### src/rtl/trace_pkg.sv
// Shared types for the instruction trace buffer: FSM states, opcodes, entry layout.
// No logic here, so no latency.
// No backpressure here; types only.
package trace_pkg;

    // Capture FSM states
    typedef enum logic [1:0] {
        IDLE  = 2'd0,
        ARMED = 2'd1,
        POST  = 2'd2,
        DONE  = 2'd3
    } trace_state_t;

    // RV32 major opcodes commonly used as filter/trigger values
    localparam logic [6:0] OPC_LOAD   = 7'b0000011;
    localparam logic [6:0] OPC_STORE  = 7'b0100011;
    localparam logic [6:0] OPC_BRANCH = 7'b1100011;
    localparam logic [6:0] OPC_OP     = 7'b0110011;
    localparam logic [6:0] OPC_OPIMM  = 7'b0010011;
    localparam logic [6:0] OPC_JAL    = 7'b1101111;

    // Default entry widths; the buffer stores {inst, stamp} in this order
    localparam int TRACE_DATA_W  = 32;
    localparam int TRACE_STAMP_W = 16;

    typedef struct packed {
        logic [TRACE_DATA_W-1:0]  inst;
        logic [TRACE_STAMP_W-1:0] stamp;
    } trace_entry_t;

    // Masked opcode compare; a zero mask matches every opcode
    function automatic logic opc_match(input logic [6:0] opc,
                                       input logic [6:0] val,
                                       input logic [6:0] mask);
        return ((opc & mask) == (val & mask));
    endfunction

endpackage

### src/rtl/trace_fifo_mem.sv
// Entry storage for the trace buffer: ring of DEPTH entries with show-ahead read.
// Write visible on rd_dat the cycle after the write edge; read data is combinational from the head.
// When full, a write is accepted only with a same-cycle pop or in wrap mode (overwrites oldest).
module trace_fifo_mem #(
    parameter int DEPTH = 16,
    parameter int WIDTH = 48
) (
    input  logic                     clk,
    input  logic                     rst_n,
    input  logic                     clear,
    input  logic                     wrap_mode,
    input  logic                     wr_req,
    input  logic [WIDTH-1:0]         wr_dat,
    input  logic                     rd_req,
    output logic [WIDTH-1:0]         rd_dat,
    output logic [$clog2(DEPTH):0]   count,
    output logic                     full,
    output logic                     empty,
    output logic                     wr_accept,
    output logic                     wr_lost
);

    localparam int PTR_W = $clog2(DEPTH);
    localparam int CNT_W = PTR_W + 1;

    logic [WIDTH-1:0] mem_q [DEPTH];
    logic [WIDTH-1:0] mem_d [DEPTH];
    logic [PTR_W-1:0] wr_ptr_q, wr_ptr_d;
    logic [PTR_W-1:0] rd_ptr_q, rd_ptr_d;
    logic [CNT_W-1:0] count_q, count_d;

    logic do_pop;
    logic overwrite;
    logic rd_adv;

    assign full  = (count_q == CNT_W'(DEPTH));
    assign empty = (count_q == '0);
    assign count = count_q;
    assign rd_dat = mem_q[rd_ptr_q];

    // A pop frees a slot in the same cycle, so full + pop never loses the write
    assign do_pop    = rd_req & ~empty;
    assign wr_accept = wr_req & (~full | do_pop | wrap_mode);
    assign wr_lost   = wr_req & full & ~do_pop;
    // Overwrite: the oldest entry is discarded by advancing the read side with the write
    assign overwrite = wr_accept & full & ~do_pop;
    assign rd_adv    = do_pop | overwrite;

    // Next pointers, count and storage contents
    always_comb begin
        mem_d    = mem_q;
        wr_ptr_d = wr_ptr_q;
        rd_ptr_d = rd_ptr_q;
        count_d  = count_q;
        if (clear) begin
            wr_ptr_d = '0;
            rd_ptr_d = '0;
            count_d  = '0;
        end else begin
            if (wr_accept) begin
                mem_d[wr_ptr_q] = wr_dat;
                wr_ptr_d        = wr_ptr_q + 1'b1;
            end
            if (rd_adv) begin
                rd_ptr_d = rd_ptr_q + 1'b1;
            end
            count_d = count_q + CNT_W'(wr_accept) - CNT_W'(rd_adv);
        end
    end

    // State registers; reset discards all held entries
    always_ff @(posedge clk or negedge rst_n) begin
        if (!rst_n) begin
            for (int i = 0; i < DEPTH; i++) begin
                mem_q[i] <= '0;
            end
            wr_ptr_q <= '0;
            rd_ptr_q <= '0;
            count_q  <= '0;
        end else begin
            for (int i = 0; i < DEPTH; i++) begin
                mem_q[i] <= mem_d[i];
            end
            wr_ptr_q <= wr_ptr_d;
            rd_ptr_q <= rd_ptr_d;
            count_q  <= count_d;
        end
    end

endmodule

### src/rtl/inst_trace_buffer.sv
// Instruction trace capture: filters fetched words, timestamps them, optional opcode trigger.
// Captured entry appears on rd_* right after its capture edge when the buffer was empty.
// rd_valid/rd_ready drain port; full buffer drops (stop mode) or overwrites oldest (wrap mode).
module inst_trace_buffer
    import trace_pkg::*;
#(
    parameter int DATA_W  = 32,
    parameter int DEPTH   = 16,
    parameter int STAMP_W = 16,
    parameter int POST_W  = 4
) (
    input  logic                   Clk,
    input  logic                   Reset,
    input  logic                   inst_valid,
    input  logic [DATA_W-1:0]      inst31_0,
    input  logic                   arm,
    input  logic                   wrap_mode,
    input  logic [6:0]             filt_opcode,
    input  logic [6:0]             filt_mask,
    input  logic                   trig_en,
    input  logic [6:0]             trig_opcode,
    input  logic [POST_W-1:0]      post_cnt,
    input  logic                   rd_ready,
    output logic                   rd_valid,
    output logic [DATA_W-1:0]      rd_inst,
    output logic [STAMP_W-1:0]     rd_stamp,
    output logic [$clog2(DEPTH):0] count,
    output logic                   full,
    output logic                   empty,
    output logic                   overflow,
    output logic                   triggered,
    output logic                   done
);

    localparam int ENTRY_W = DATA_W + STAMP_W;

    trace_state_t        state_q, state_d;
    logic [STAMP_W-1:0]  stamp_q, stamp_d;
    logic [POST_W-1:0]   post_q, post_d;
    logic                triggered_q, triggered_d;
    logic                overflow_q, overflow_d;

    logic                filt_pass;
    logic                cap_req;
    logic                pop_req;
    logic                trig_hit;
    logic                wr_accept;
    logic                wr_lost;
    logic [ENTRY_W-1:0]  rd_entry;

    assign filt_pass = opc_match(inst31_0[6:0], filt_opcode, filt_mask);
    // Arm clears the buffer, so neither a capture nor a pop may land in the arm cycle
    assign cap_req   = inst_valid & filt_pass & ~arm &
                       ((state_q == ARMED) || (state_q == POST));
    assign pop_req   = rd_ready & ~arm;
    assign trig_hit  = trig_en & (inst31_0[6:0] == trig_opcode);

    trace_fifo_mem #(
        .DEPTH (DEPTH),
        .WIDTH (ENTRY_W)
    ) u_mem (
        .clk       (Clk),
        .rst_n     (Reset),
        .clear     (arm),
        .wrap_mode (wrap_mode),
        .wr_req    (cap_req),
        .wr_dat    ({inst31_0, stamp_q}),
        .rd_req    (pop_req),
        .rd_dat    (rd_entry),
        .count     (count),
        .full      (full),
        .empty     (empty),
        .wr_accept (wr_accept),
        .wr_lost   (wr_lost)
    );

    assign rd_valid  = ~empty;
    assign rd_inst   = rd_entry[ENTRY_W-1:STAMP_W];
    assign rd_stamp  = rd_entry[STAMP_W-1:0];
    assign overflow  = overflow_q;
    assign triggered = triggered_q;
    assign done      = (state_q == DONE);

    // Next-state: arm dominates; only entries actually stored advance trigger/post logic
    always_comb begin
        state_d     = state_q;
        post_d      = post_q;
        triggered_d = triggered_q;
        overflow_d  = overflow_q;
        stamp_d     = stamp_q + 1'b1;
        if (arm) begin
            state_d     = ARMED;
            post_d      = '0;
            triggered_d = 1'b0;
            overflow_d  = 1'b0;
        end else begin
            if (wr_lost) begin
                overflow_d = 1'b1;
            end
            case (state_q)
                ARMED: begin
                    if (wr_accept && trig_hit) begin
                        triggered_d = 1'b1;
                        if (post_cnt == '0) begin
                            state_d = DONE;
                        end else begin
                            post_d  = post_cnt;
                            state_d = POST;
                        end
                    end
                end
                POST: begin
                    if (wr_accept) begin
                        post_d = post_q - 1'b1;
                        if (post_q == POST_W'(1)) begin
                            state_d = DONE;
                        end
                    end
                end
                default: begin
                end
            endcase
        end
    end

    // Control and timestamp registers
    always_ff @(posedge Clk or negedge Reset) begin
        if (!Reset) begin
            state_q     <= IDLE;
            stamp_q     <= '0;
            post_q      <= '0;
            triggered_q <= 1'b0;
            overflow_q  <= 1'b0;
        end else begin
            state_q     <= state_d;
            stamp_q     <= stamp_d;
            post_q      <= post_d;
            triggered_q <= triggered_d;
            overflow_q  <= overflow_d;
        end
    end

endmodule
### config.mk
export PLATFORM = sky130hd
export DESIGN_NAME = inst_trace_buffer
export DESIGN_NICKNAME = d
export VERILOG_FILES = /design/src/rtl/trace_pkg.sv /design/src/rtl/trace_fifo_mem.sv /design/src/rtl/inst_trace_buffer.sv
export SDC_FILE = /design/constraint.sdc
export NUM_CORES = 1
export LEC_CHECK = 0
export BUFFER_PORTS_ARGS = -buffer_cell sky130_fd_sc_hd__buf_2
export CAP_MARGIN = 30
export CORE_MARGIN = 10
export CORE_UTILIZATION = 61
export CTS_BUF_LIST = sky130_fd_sc_hd__clkbuf_4
export DETAILED_ROUTE_END_ITERATION = 7
export PLACE_DENSITY = 0.78
export SETUP_SLACK_MARGIN = 0.02
export SLEW_MARGIN = 20
export SYNTH_ARGS = -nofsm -noshare
export SYNTH_HDL_FRONTEND = slang
export SYNTH_HIERARCHICAL = 1
export SYNTH_SLANG_ARGS = --single-unit
### constraint.sdc
create_clock -name Clk -period 9.15 [get_ports Clk]
set_clock_uncertainty 0.1 [all_clocks]
set_input_delay 0.915 -clock Clk [delete_from_list [all_inputs] [get_ports Clk]]
set_output_delay 0.915 -clock Clk [all_outputs]
set_load 0.05 [all_outputs]
### Word-level counts from Yosys, hierarchy flattened

Index checks and enable logic that the tools add are counted.
Widths: inputs -> output; s select.

* bits of input ports: 64
* register bits: 805
* output and inout port bits: 59
* logic and storage cells: 108

* reduce and logical (&&, ||, !) cells: 15
* add/subtract/negate cells: 6
* $lt $le $gt $ge: 3
* equal/unequal tests: 11
* multiplexer cells: 27
* bitwise logic cells: 22

Operators with widths (number)
* $bwmux 768: 1
* $bmux 48 s4: 1
* $demux 48 s4: 1
* $mux 48: 3
* $mux 4: 8
* $add 16x1->16 const B: 1
* $and 7x7->7: 2
* $eq 7x7->1: 2
* $and 1x1->1: 11
* $ge 5x5->1 const B: 2
* $not 4->5: 2
* $reduce_bool 2->1: 5
* $ne 3x2->1 const B: 3
* $add 4x1->4 const B: 2
* $mux 2: 4
* $pmux 4 s2: 1
* $reduce_and 4->1: 2
* $mux 1: 6
* $add 5x1->5: 1
* $eq 5x5->1 const B: 1
* $logic_not 5->1: 1
* $lt 5x1->1 const B: 1
* $mux 5: 1
* $sub 5x1->5: 1
* other kinds (13): 21

### Longest topological paths before layout

Gate-level depths: netlist of run 1.

* depth after elaboration: 11
* gate-level depth with buffers: 17
* gate-level depth less buffers: 17

### Cells and area by module

Netlist of run 1, hierarchy kept.

By module, submodules not included
* trace_fifo_mem: area each 35804.3 µm², cells each 2392, times used 1, sequential area each 19543.7 µm²
* inst_trace_buffer: area each 1407.6 µm², cells each 147, times used 1, sequential area each 600.6 µm²

### Worst setup path before layout of run 1

Ideal clock, no wire load.

* kind: register to register
* from: reg u_mem.count_q[3] (netlist: u_mem/count[3])
* to: reg u_mem.count_q[4] (netlist: u_mem/count[4])
* cell stages (with the launch flop): 16
* path buffers: 1
* path slack: 5172 ps
* arrival time: 3789 ps
* setup time: 88 ps
* period minus slack after synthesis: 3978 ps
* data required time: 8962 ps
* path through: dfrtp_1 > inv_1 > ha_1 > or3b_1 > buf_2 > nor2_1 > nor2_1 > ha_1 > inv_1 > ha_1 > inv_1 > fa_1 > nor2b_1 > o21bai_1 > nand3_1 > nor3b_1

* cells in the longest elaborated chain, start to end: 11
* elaborated cells on any way between the ends: 15
* classes of those cells: add/sub: 2; eq/ne: 1; mux: 1; bitwise: 10; reduce/logical: 1

RTL lines
* from (decl): RTL line trace_fifo_mem.sv:30 `logic [CNT_W-1:0] count_q, count_d;`
* from (signal assigned): RTL line trace_fifo_mem.sv:86 `count_q <= count_d;`
* $logic_not 5->1 *: RTL line trace_fifo_mem.sv:37 `assign empty = (count_q == '0);`
* via empty: RTL line inst_trace_buffer.sv:29 `output logic empty,`
* $not 1->1 *: RTL line trace_fifo_mem.sv:42 `assign do_pop = rd_req & ~empty;`
* $and 1x1->1 *: RTL line trace_fifo_mem.sv:42
* parallel branches: the longest is 6 deep, another holds $add 5x1->5
* $sub 5x1->5 *: RTL line trace_fifo_mem.sv:67 `count_d = count_q + CNT_W'(wr_accept) - CNT_W'(rd_adv);`
* $mux 5 *: RTL line trace_fifo_mem.sv:55 `if (clear) begin`
* via u_mem.count_d[4]: RTL line trace_fifo_mem.sv:30

Mark *: on every way through the listed nets, which the timed path passes.
A chain may end at the register's enable or synchronous reset.

### Final worst setup path of run 1

* from: reg u_mem.rd_ptr_q[0]
* to: out rd_stamp[1]

* cells in the longest elaborated chain, start to end: 4

RTL lines
* from (decl): RTL line trace_fifo_mem.sv:29 `logic [PTR_W-1:0] rd_ptr_q, rd_ptr_d;`
* from (signal assigned): RTL line trace_fifo_mem.sv:85 `rd_ptr_q <= rd_ptr_d;`
* $not 4->5 (not written as such): RTL line trace_fifo_mem.sv:39 `assign rd_dat = mem_q[rd_ptr_q];`
* $bmux 48 s4: RTL line trace_fifo_mem.sv:39
* $mux 48 (not written as such) (2 in a row): RTL line trace_fifo_mem.sv:39
* to (decl): RTL line inst_trace_buffer.sv:26 `output logic [STAMP_W-1:0] rd_stamp,`

Every way passes these cells. The select of a mux whose other input is x is not followed.

==> results of run 1 <==
-- flip-flops by register name, indices dropped and copies added (netlist names) --
name            cells
overflow            1
post_q              4
stamp_q            16
state_q             2
triggered           1
u_mem/count         5
u_mem/mem_q       768
u_mem/rd_ptr_q      4
u_mem/wr_ptr_q      4
-- metal layers --
layer	global-route usage (%)	vias up	routed length [um]
met5	0	-	0
met4	10.38	0	2567
met3	5.384	185	5076
met2	42.80	680	44660
met1	32.21	12034	37100
li1	-	9813	-
-- worst max-delay path: cells and delay by family, from the launching register on --
family / cells / cell delay [ns]
buf+inv: 3 / 1.84
flops: 1 / 0.98
compound gates: 2 / 0.71
simple gates: 1 / 0.23
mux: 1 / 0.18
-- metrics by stage --
| stage | hold WS (ns) | setup WS, ns |
|---|---|---|
| 3_3_place_gp | 0.3636 | 3.836 |
| 2_1_floorplan | 0.3532 | 5.172 |
| 3_5_place_dp | 0.3754 | 3.871 |
| 4_1_cts | 0.01377 | 2.899 |
| 5_1_grt | 0.09103 | 2.742 |
| 6_report | 0.1385 | 2.980 |
-- power by group --
group / total, mW / internal, mW / switching, mW
combinational: 1.35 / 0.469 / 0.884
sequential: 3.74 / 3.66 / 0.0850
clock: 2.90 / 1.49 / 1.40
total: 7.99 / 5.62 / 2.37
-- logic make-up after synthesis --
kind of cell / after synthesis
compound gates: 231
xor+xnor: 34
fa+ha+maj: 18
buf+inv: 238
flops: 805
mux: 1059
simple gates: 154
-- how the worst max path moves through the flow --
stage | startpoint | endpoint | slack (ns)
detailed placement | inst31_0[1] | u_mem/mem_q[421] | 3.87
global route | u_mem/rd_ptr_q[0] | rd_stamp[1] | 2.74
finish | u_mem/rd_ptr_q[0] | rd_stamp[1] | 2.98
floorplan | u_mem/count[3] | u_mem/count[4] | 5.17
CTS | u_mem/rd_ptr_q[0] | rd_stamp[1] | 2.90
global placement | inst31_0[1] | u_mem/mem_q[472] | 3.84
-- final cells by class --
class                   instances  area (sq um)
multi-input cells            1496         15910
inverters                      21         78.83
diodes                          5         12.51
flip-flops and latches        805         20150
clock buffers                 289          2170
repair buffers                164          1094
fillers                      4270         19710
clock inverters                39         244.0
well taps                     782         978.4
-- synth_stat cells, types with 3 or more instances --
cell	number
clkbuf_1	98
a31oi_1	3
mux2i_1	195
buf_6	36
nand2_1	65
nand3_2	4
mux2_1	38
a21oi_1	9
o211ai_1	4
nor2b_1	12
ha_1	17
mux2_2	721
buf_4	4
nand4_1	3
nor2_2	4
buf_2	76
inv_1	21
and3_1	6
nand3_1	12
dfrtp_1	805
xor2_1	18
o21ai_0	54
mux2_4	9
a22oi_1	50
nor2_1	28
or4_1	5
a221oi_1	97
or3_1	4
mux4_2	96
xnor2_1	16
buf_1	3
==> results.ini, run 1 <==
[logic_synthesis]
yosysTopAreaCellShare_pct=54.13
syn_nets=2621
ys_warn_count=6
synth_area_sq_mm=0.03721
synth_fa_ha_area_share_pct=0.6254
synthSimpleGateAreaFrac_pct=2.007
synth-seq-area-share_pct=54.13
postSynthCellCount=2539
synth-main-ff-cell=dfrtp_1
synth_cell_types=51
synth.largest_area_cell=dfrtp_1
ys_ff_latch=805
synth_top_family_by_area=multiplexers
yosys-top-cells-area=dfrtp_1 (54%), mux2_2 (22%), mux4_2 (5.8%), mux2i_1 (5.2%), a221oi_1 (2.3%)
ys_async_sr_fraction_pct=100.0
synthMuxAreaShare_pct=34.39
synth_compound_area_share_pct=4.623
syn_area_per_cell_sq_um=14.66
synth_xor_area_share_pct=0.8002
synth_edf_count=0

[floorplan]
fp-row-count=90
ios=123
initial_core_util_pct=61.65
core_area_sq_mm=0.06036
chipWidth_um=267.0
die_area_sq_mm=0.07128
die_h_um=267.0

[clocking]
clk-insertion-delay-late_ns=1.04
clk_path_buf_depth=3
clock_sinks=805
cts_setup_buffers=0
cts_buffers=199
htree_levels=4
ctsResizeCount=0
clk_pin_slew_ns=0.07
cts_hold_buffers=1
cts-root-buf=clkbuf_4
cts_tree=done

[pwr]
totalPowerFinal_mw=7.992
irDropWorstVdd_mv=0.1832
p_leak_nw=19.71
power_density_mw_per_mm2=196.6

[sta]
relSlewSlack_pct=32.87
period_share_pct=67.44
fin_tns_setup_ns=0
rsz0062_at_grt=false
period_minus_slack_ns=6.170
tightestPinTransition_ns=1.007
finalHoldViolCount=0
drv_slew=0
fmax_ghz=0.1621
setup_viol=0

[grt]
grt_max_degree=204
grt_pass1_vias=24875
gr-usage-all-layers_pct=25.62
overflow=0
grt_antenna_before_repair=5
grt_pass1_wl_um=141200

[placed_design]
dp_cells=3264
gp_congestion=0.7810
dp_hpwl_um=50550
placed_area_sq_mm=0.03813
numPortBuffers=122

[routing]
first_iter_violations=1413
wire_per_inst_um=24.83
wl_um=89410
vias=22712
first_pass_iters=5
drtAntennaViolNets=0
viasPerCell=6.307
route.detailed.drc=0

[layout]
final_cell_mix=dfrtp_1 (801), mux2_2 (721), clkbuf_4 (289)
final_area_sq_mm=0.04065
finalNetCount=2769
final_cells=3601
layout-drive-gt1-share_pct=47.09
area.growth.synth_to_final_pct=9.226
final_util_pct=67.34
final_common_cell=dfrtp_1

[setup_path]
path_class=flop to primary output
r2r_start=state_q[0]
rrSetupSlack_ns=4.41
crit_path_top_delay_cell=dfrtp_4
crit_fanout=45
start_kind=flop
arrival_ns=5.16
path_cells=buf_4 > buf_4 > mux2i_1 > a221oi_1 > o21ai_0 > nand2_1 > buf_2
r2r-end=u_mem/mem_q[136]
crit_required_ns=8.14
path_common_cell=buf_4
end_kind=primary output
slowest_delay_ns=0.98
rr_worst_depth=11

[worst_hold_path]
holdCritStartpoint=post_cnt[0]
worstHoldPathType=primary input to flop
hold_path_depth=3
holdPathEnd=state_q[0]

[job]
drv_cap=0

[run_status]
status=complete, no violations

Power figures use the tool's default switching activity.
==> run 2, diff against run 1 <==
Settings changed: CORE_UTILIZATION 61 to 58.
Clock period 9.15 ns to 5.6 ns, I/O delays scaled along.
==> run 2 against run 1 <==
  * Routed wire length is 0.18% higher
  * Die area is 4.8% higher
  * Design area is 1.6% higher
  * Sequential cell count stayed put
  * Register-to-register slack worse by 3.3 ns
  * Non-clock buffer count is 40 higher
  * Clock-buffer cell count is 6 higher
  * Setup slack worse by 2.1 ns
==> results.ini, run 2 (synthesis gave the netlist of run 1 again) <==
[setup_path]
slowest_delay_ns=0.74
start_kind=flop
crit_path_top_delay_cell=buf_4
critPathBufInv=3
end_kind=primary output
crit_family=buffers and inverters
path_common_cell=buf_4
crit_required_ns=4.94
path_cells=buf_4 > nor2b_4 > buf_4 > a221oi_1 > o21ai_0 > nand2_1 > buf_2
arrival_ns=4.04
path_class=flop to primary output
crit_fanout=55

[sta]
finalHoldViolCount=0
whs_ns=0.09172
setup_slack_ns=0.8966
relSlewSlack_pct=30.12
rsz0062_at_grt=false
period_minus_slack_ns=4.703
period_share_pct=83.99
drv_slew=0
tightestPinTransition_ns=1.048
setup_viol=0
fmax_ghz=0.2126
fin_tns_setup_ns=0

[placed_design]
pre_cts_ws_ns=0.9614
dp_cells=3326
numPortBuffers=122
gp_congestion=0.7919
placed_area_sq_mm=0.03835
dp_hpwl_um=50260

[clocking]
cts_buffers=202
clk-insertion-delay-late_ns=1.04
clock_sinks=805
cts_setup_buffers=0
cts_tree=done
clk_pin_slew_ns=0.07
ctsResizeCount=0
cts-root-buf=clkbuf_4
htree_levels=4
clk_path_buf_depth=3

[layout]
register_area_sq_mm=0.02015
multi_input_area_sq_mm=0.01591
finalNetCount=2812
final_cell_mix=dfrtp_1 (801), mux2_2 (721), clkbuf_4 (295)
largest-register=u_mem/mem_q
fill_cells=4535
layout-drive-gt1-share_pct=46.07
final_common_cell=dfrtp_1
final_cells=3716
area.growth.synth_to_final_pct=10.98
largest_reg_flops=768
final_area_sq_mm=0.04130

[routing]
wl_um=89570
drtAntennaViolNets=0
first_iter_violations=1707
wire_per_inst_um=24.10
vias=22890
first_pass_iters=7
viasPerCell=6.160
route.detailed.drc=0

[floorplan]
fp-row-count=92
chipWidth_um=273.3
die_h_um=273.3
ios=123
core_area_sq_mm=0.06331
die_area_sq_mm=0.07469
initial_core_util_pct=58.78

[pwr]
power_density_mw_per_mm2=317.0
p_leak_nw=19.90
irDropWorstVdd_mv=0.3217

[worst_hold_path]
worstHoldPathType=primary input to async pin

[grt]
gr-usage-all-layers_pct=24.30
grt_pass1_wl_um=142400
grt_antenna_before_repair=2
overflow=0
grt_pass1_vias=25228
grt_max_degree=156

[run_status]
status=complete, no violations

[job]
drv_cap=0

-- run 2: cell types whose count changed in the layout (fill, tap and decap cells not counted), moves of 6 or more --
cell,before,now
buf_12,6,20
buf_4,31,16
clkbuf_4,289,295
clkinv_1,22,34
dlygate4sd3_1,1,44
-- run 2: stage by stage --
stage	util, %	power [mW]
2_1_floorplan	-	7.799
3_3_place_gp	60.54	8.391
3_5_place_dp	60.57	8.450
4_1_cts	65.12	13.23
5_1_grt	65.23	13.69
6_report	65.23	13.09
-- run 2: final timing paths --
kind                            slack, ns  cells after the start                 to              start
worst min-delay path                 0.09                      2   u_mem/mem_q[377]              Reset
worst max register to register       1.12                     11   u_mem/mem_q[232]         state_q[0]
worst min register to register       0.39                      1   u_mem/mem_q[188]   u_mem/mem_q[188]
min in group Clk                     0.10                      6          post_q[2]     trig_opcode[5]
worst max-delay path                 0.90                      7        rd_stamp[9]  u_mem/rd_ptr_q[2]
max in group asynchronous            3.79                      3  u_mem/rd_ptr_q[1]              Reset
-- run 2: power breakdown --
part	total [mW]	internal (mW)	leakage [nW]	switching, mW
sequential	6.09	5.98	11.2	0.111
combinational	2.27	0.796	7.27	1.47
clock	4.73	2.47	1.45	2.26
total	13.1	9.25	19.9	3.85
-- run 2: repair_timing --
| item | CTS | global route |
|---|---|---|
| endpoints found under the setup margin | 0 | 0 |
| hold buffers | 44 | 0 |
| endpoints found under the hold margin | 637 | 0 |
-- run 2: metal layers --
layer | GRT usage [%] | part of all wire (%) | up-vias
li1 | - | - | 9922
met1 | 31.44 | 43 | 12099
met2 | 40.17 | 49 | 700
met3 | 4.410 | 5.4 | 169
met4 | 9.698 | 2.6 | 0
met5 | 0 | 0 | -
-- run 2: final cells by class --
cell class | instances | share of cell area, %
well taps | 846 | 2.563
diodes | 7 | 0.04241
flip-flops and latches | 805 | 48.80
inverters | 21 | 0.1909
clock buffers | 295 | 5.362
repair buffers | 204 | 3.963
clock inverters | 42 | 0.5453
multi-input cells | 1496 | 38.53
==> run 3, diff against run 2 <==
Clock period 5.6 ns to 3.9 ns, I/O delays scaled along.
==> run 3 against run 2 <==
  * Sequential power is 44% higher
  * Setup slack lost 0.76 ns
  * Sequential cell count stayed put
  * Critical path type unchanged
  * Largest cell class unchanged
  * Largest power group unchanged
==> results.ini, run 3 (synthesis gave the netlist of run 1 again) <==
[run_status]
status=complete, no violations

[routing]
first_iter_violations=1571
wire_per_inst_um=23.91
vias=23052
viasPerCell=6.113
wl_um=90160
first_pass_iters=5
route.detailed.drc=0
drtAntennaViolNets=0

[setup_path]
path_cells=and2_4 > buf_12 > a221oi_1 > o21ai_0 > nand2_1 > buf_2
crit_fanout=41
crit_required_ns=3.41
path_class=flop to primary output
arrival_ns=3.28
end_kind=primary output
crit_family=flip-flops
critPathBufInv=2
crit_path_top_delay_cell=dfrtp_4
start_kind=flop
slowest_delay_ns=0.60

[sta]
tightestPinTransition_ns=0.8956
whs_ns=0.02205
period_share_pct=96.60
relSlewSlack_pct=40.21
fmax_ghz=0.2654
fin_tns_setup_ns=0
setup_viol=0
finalHoldViolCount=0
rsz0062_at_grt=true
period_minus_slack_ns=3.768
setup_slack_ns=0.1325
drv_slew=0

[layout]
layout-drive-gt1-share_pct=47.39
final_cell_mix=dfrtp_1 (801), mux2_2 (721), clkbuf_4 (290)
finalNetCount=2870
final_common_cell=dfrtp_1
largest-register=u_mem/mem_q
final_util_pct=66.38
area.growth.synth_to_final_pct=12.94
largest_reg_flops=768
fill_cells=4428

[placed_design]
pre_cts_ws_ns=0.3469
numPortBuffers=122
gp_congestion=0.7910
dp_hpwl_um=51850

[clocking]
cts-root-buf=clkbuf_4
cts_buffers=201
clk_pin_slew_ns=0.07
clk_path_buf_depth=3
clk-insertion-delay-late_ns=1.08
htree_levels=4
clock_sinks=805
cts_tree=done

[pwr]
p_leak_nw=20.29
power_density_mw_per_mm2=451.8
irDropWorstVdd_mv=0.4237

[floorplan]
core_area_sq_mm=0.06331
fp-row-count=92
chipWidth_um=273.3
ios=123
initial_core_util_pct=58.78
die_h_um=273.3
die_area_sq_mm=0.07469

[job]
drv_cap=0

[worst_hold_path]
worstHoldPathType=primary input to flop

[grt]
grt_pass1_vias=25174
grt_pass1_wl_um=142100
overflow=0
grt_max_degree=133
grt_antenna_before_repair=2
gr-usage-all-layers_pct=24.40

-- run 3: cell types whose count changed in the layout (fill, tap and decap cells not counted), sizes merged --
cell	before	now
buf	160	205
dlygate4sd3	44	55
clkbuf	295	290
clkinv	37	33
inv	21	24
and2	2	4
bufinv	2	4
diode	7	9
clkinvlp	3	2
-- run 3: what timing repair did --
| action | in CTS | in global routing |
|---|---|---|
| gates cloned | 1 | 1 |
| resized for setup | 6 | 11 |
| buffers inserted | 4 | 1 |
| pin swaps | 1 | 2 |
| hold buffers | 56 | 0 |
| endpoints found under the setup margin | 48 | 20 |
| hold endpoints to repair | 1262 | 0 |
-- run 3: layer usage --
metal  wire [um]  GRT usage (%)
met2       44710          40.53
met1       38480          31.20
met5           0              0
met4        2538          9.407
met3        4432          4.961
-- run 3: worst register-to-register path, cell delays in order, from the launching register on --
cell and delay [ns]:
dfrtp_1 0.40, inv_1 0.07, ha_1 0.29, nor2_1 0.08
nand3_1 0.16, a221oi_1 0.24, and3_2 0.28, o21ai_2 0.13
inv_2 0.15, nand2_1 0.09, o41a_2 0.42, dlygate4sd3_1 0.62
or4_1 0.48, nand3_1 0.08
-- run 3: worst paths after layout --
| kind | start | endpoint | slack [ns] | depth (start not counted) |
|---|---|---|---|---|
| worst max-delay path | u_mem/rd_ptr_q[1] | rd_stamp[1] | 0.13 | 6 |
| worst min-delay path | filt_mask[3] | u_mem/wr_ptr_q[0] | 0.02 | 6 |
| worst max register to register | state_q[0] | post_q[2] | 0.28 | 13 |
| worst min register to register | u_mem/mem_q[380] | u_mem/mem_q[380] | 0.38 | 1 |
| max in group asynchronous | Reset | u_mem/mem_q[115] | 2.47 | 4 |
| min in group asynchronous | Reset | u_mem/mem_q[524] | 0.57 | 4 |
-- run 3: final cells by class --
type                            instances  area [sq um]  share of cell area, %
Antenna cell                            9         22.52                0.05359
Clock buffer                          289          2170                  5.162
Clock inverter                         42         286.5                 0.6818
Inverter                               21         78.83                 0.1876
Multi-Input combinational cell       1498         16000                  38.06
Sequential cell                       805         20150                  47.96
Tap cell                              846          1059                  2.519
Timing Repair Buffer                  261          2260                  5.377
-- run 3: report_power, final --
group	internal [mW]	leakage, nW	switching (mW)	total, mW
registers	8.59	11.2	0.158	8.74
logic	1.22	7.64	2.15	3.37
clock network	3.62	1.47	3.26	6.88
-- run 3: through the flow --
stage / cells / power (mW) / cell area, sq um
global route: 3771 / 19.90 / 42030
floorplan: 2539 / 11.20 / 37210
finish: 3771 / 18.99 / 42030
detailed placement: 3368 / 12.19 / 38810
CTS: 3760 / 19.20 / 41940
global placement: 3368 / 12.10 / 38810
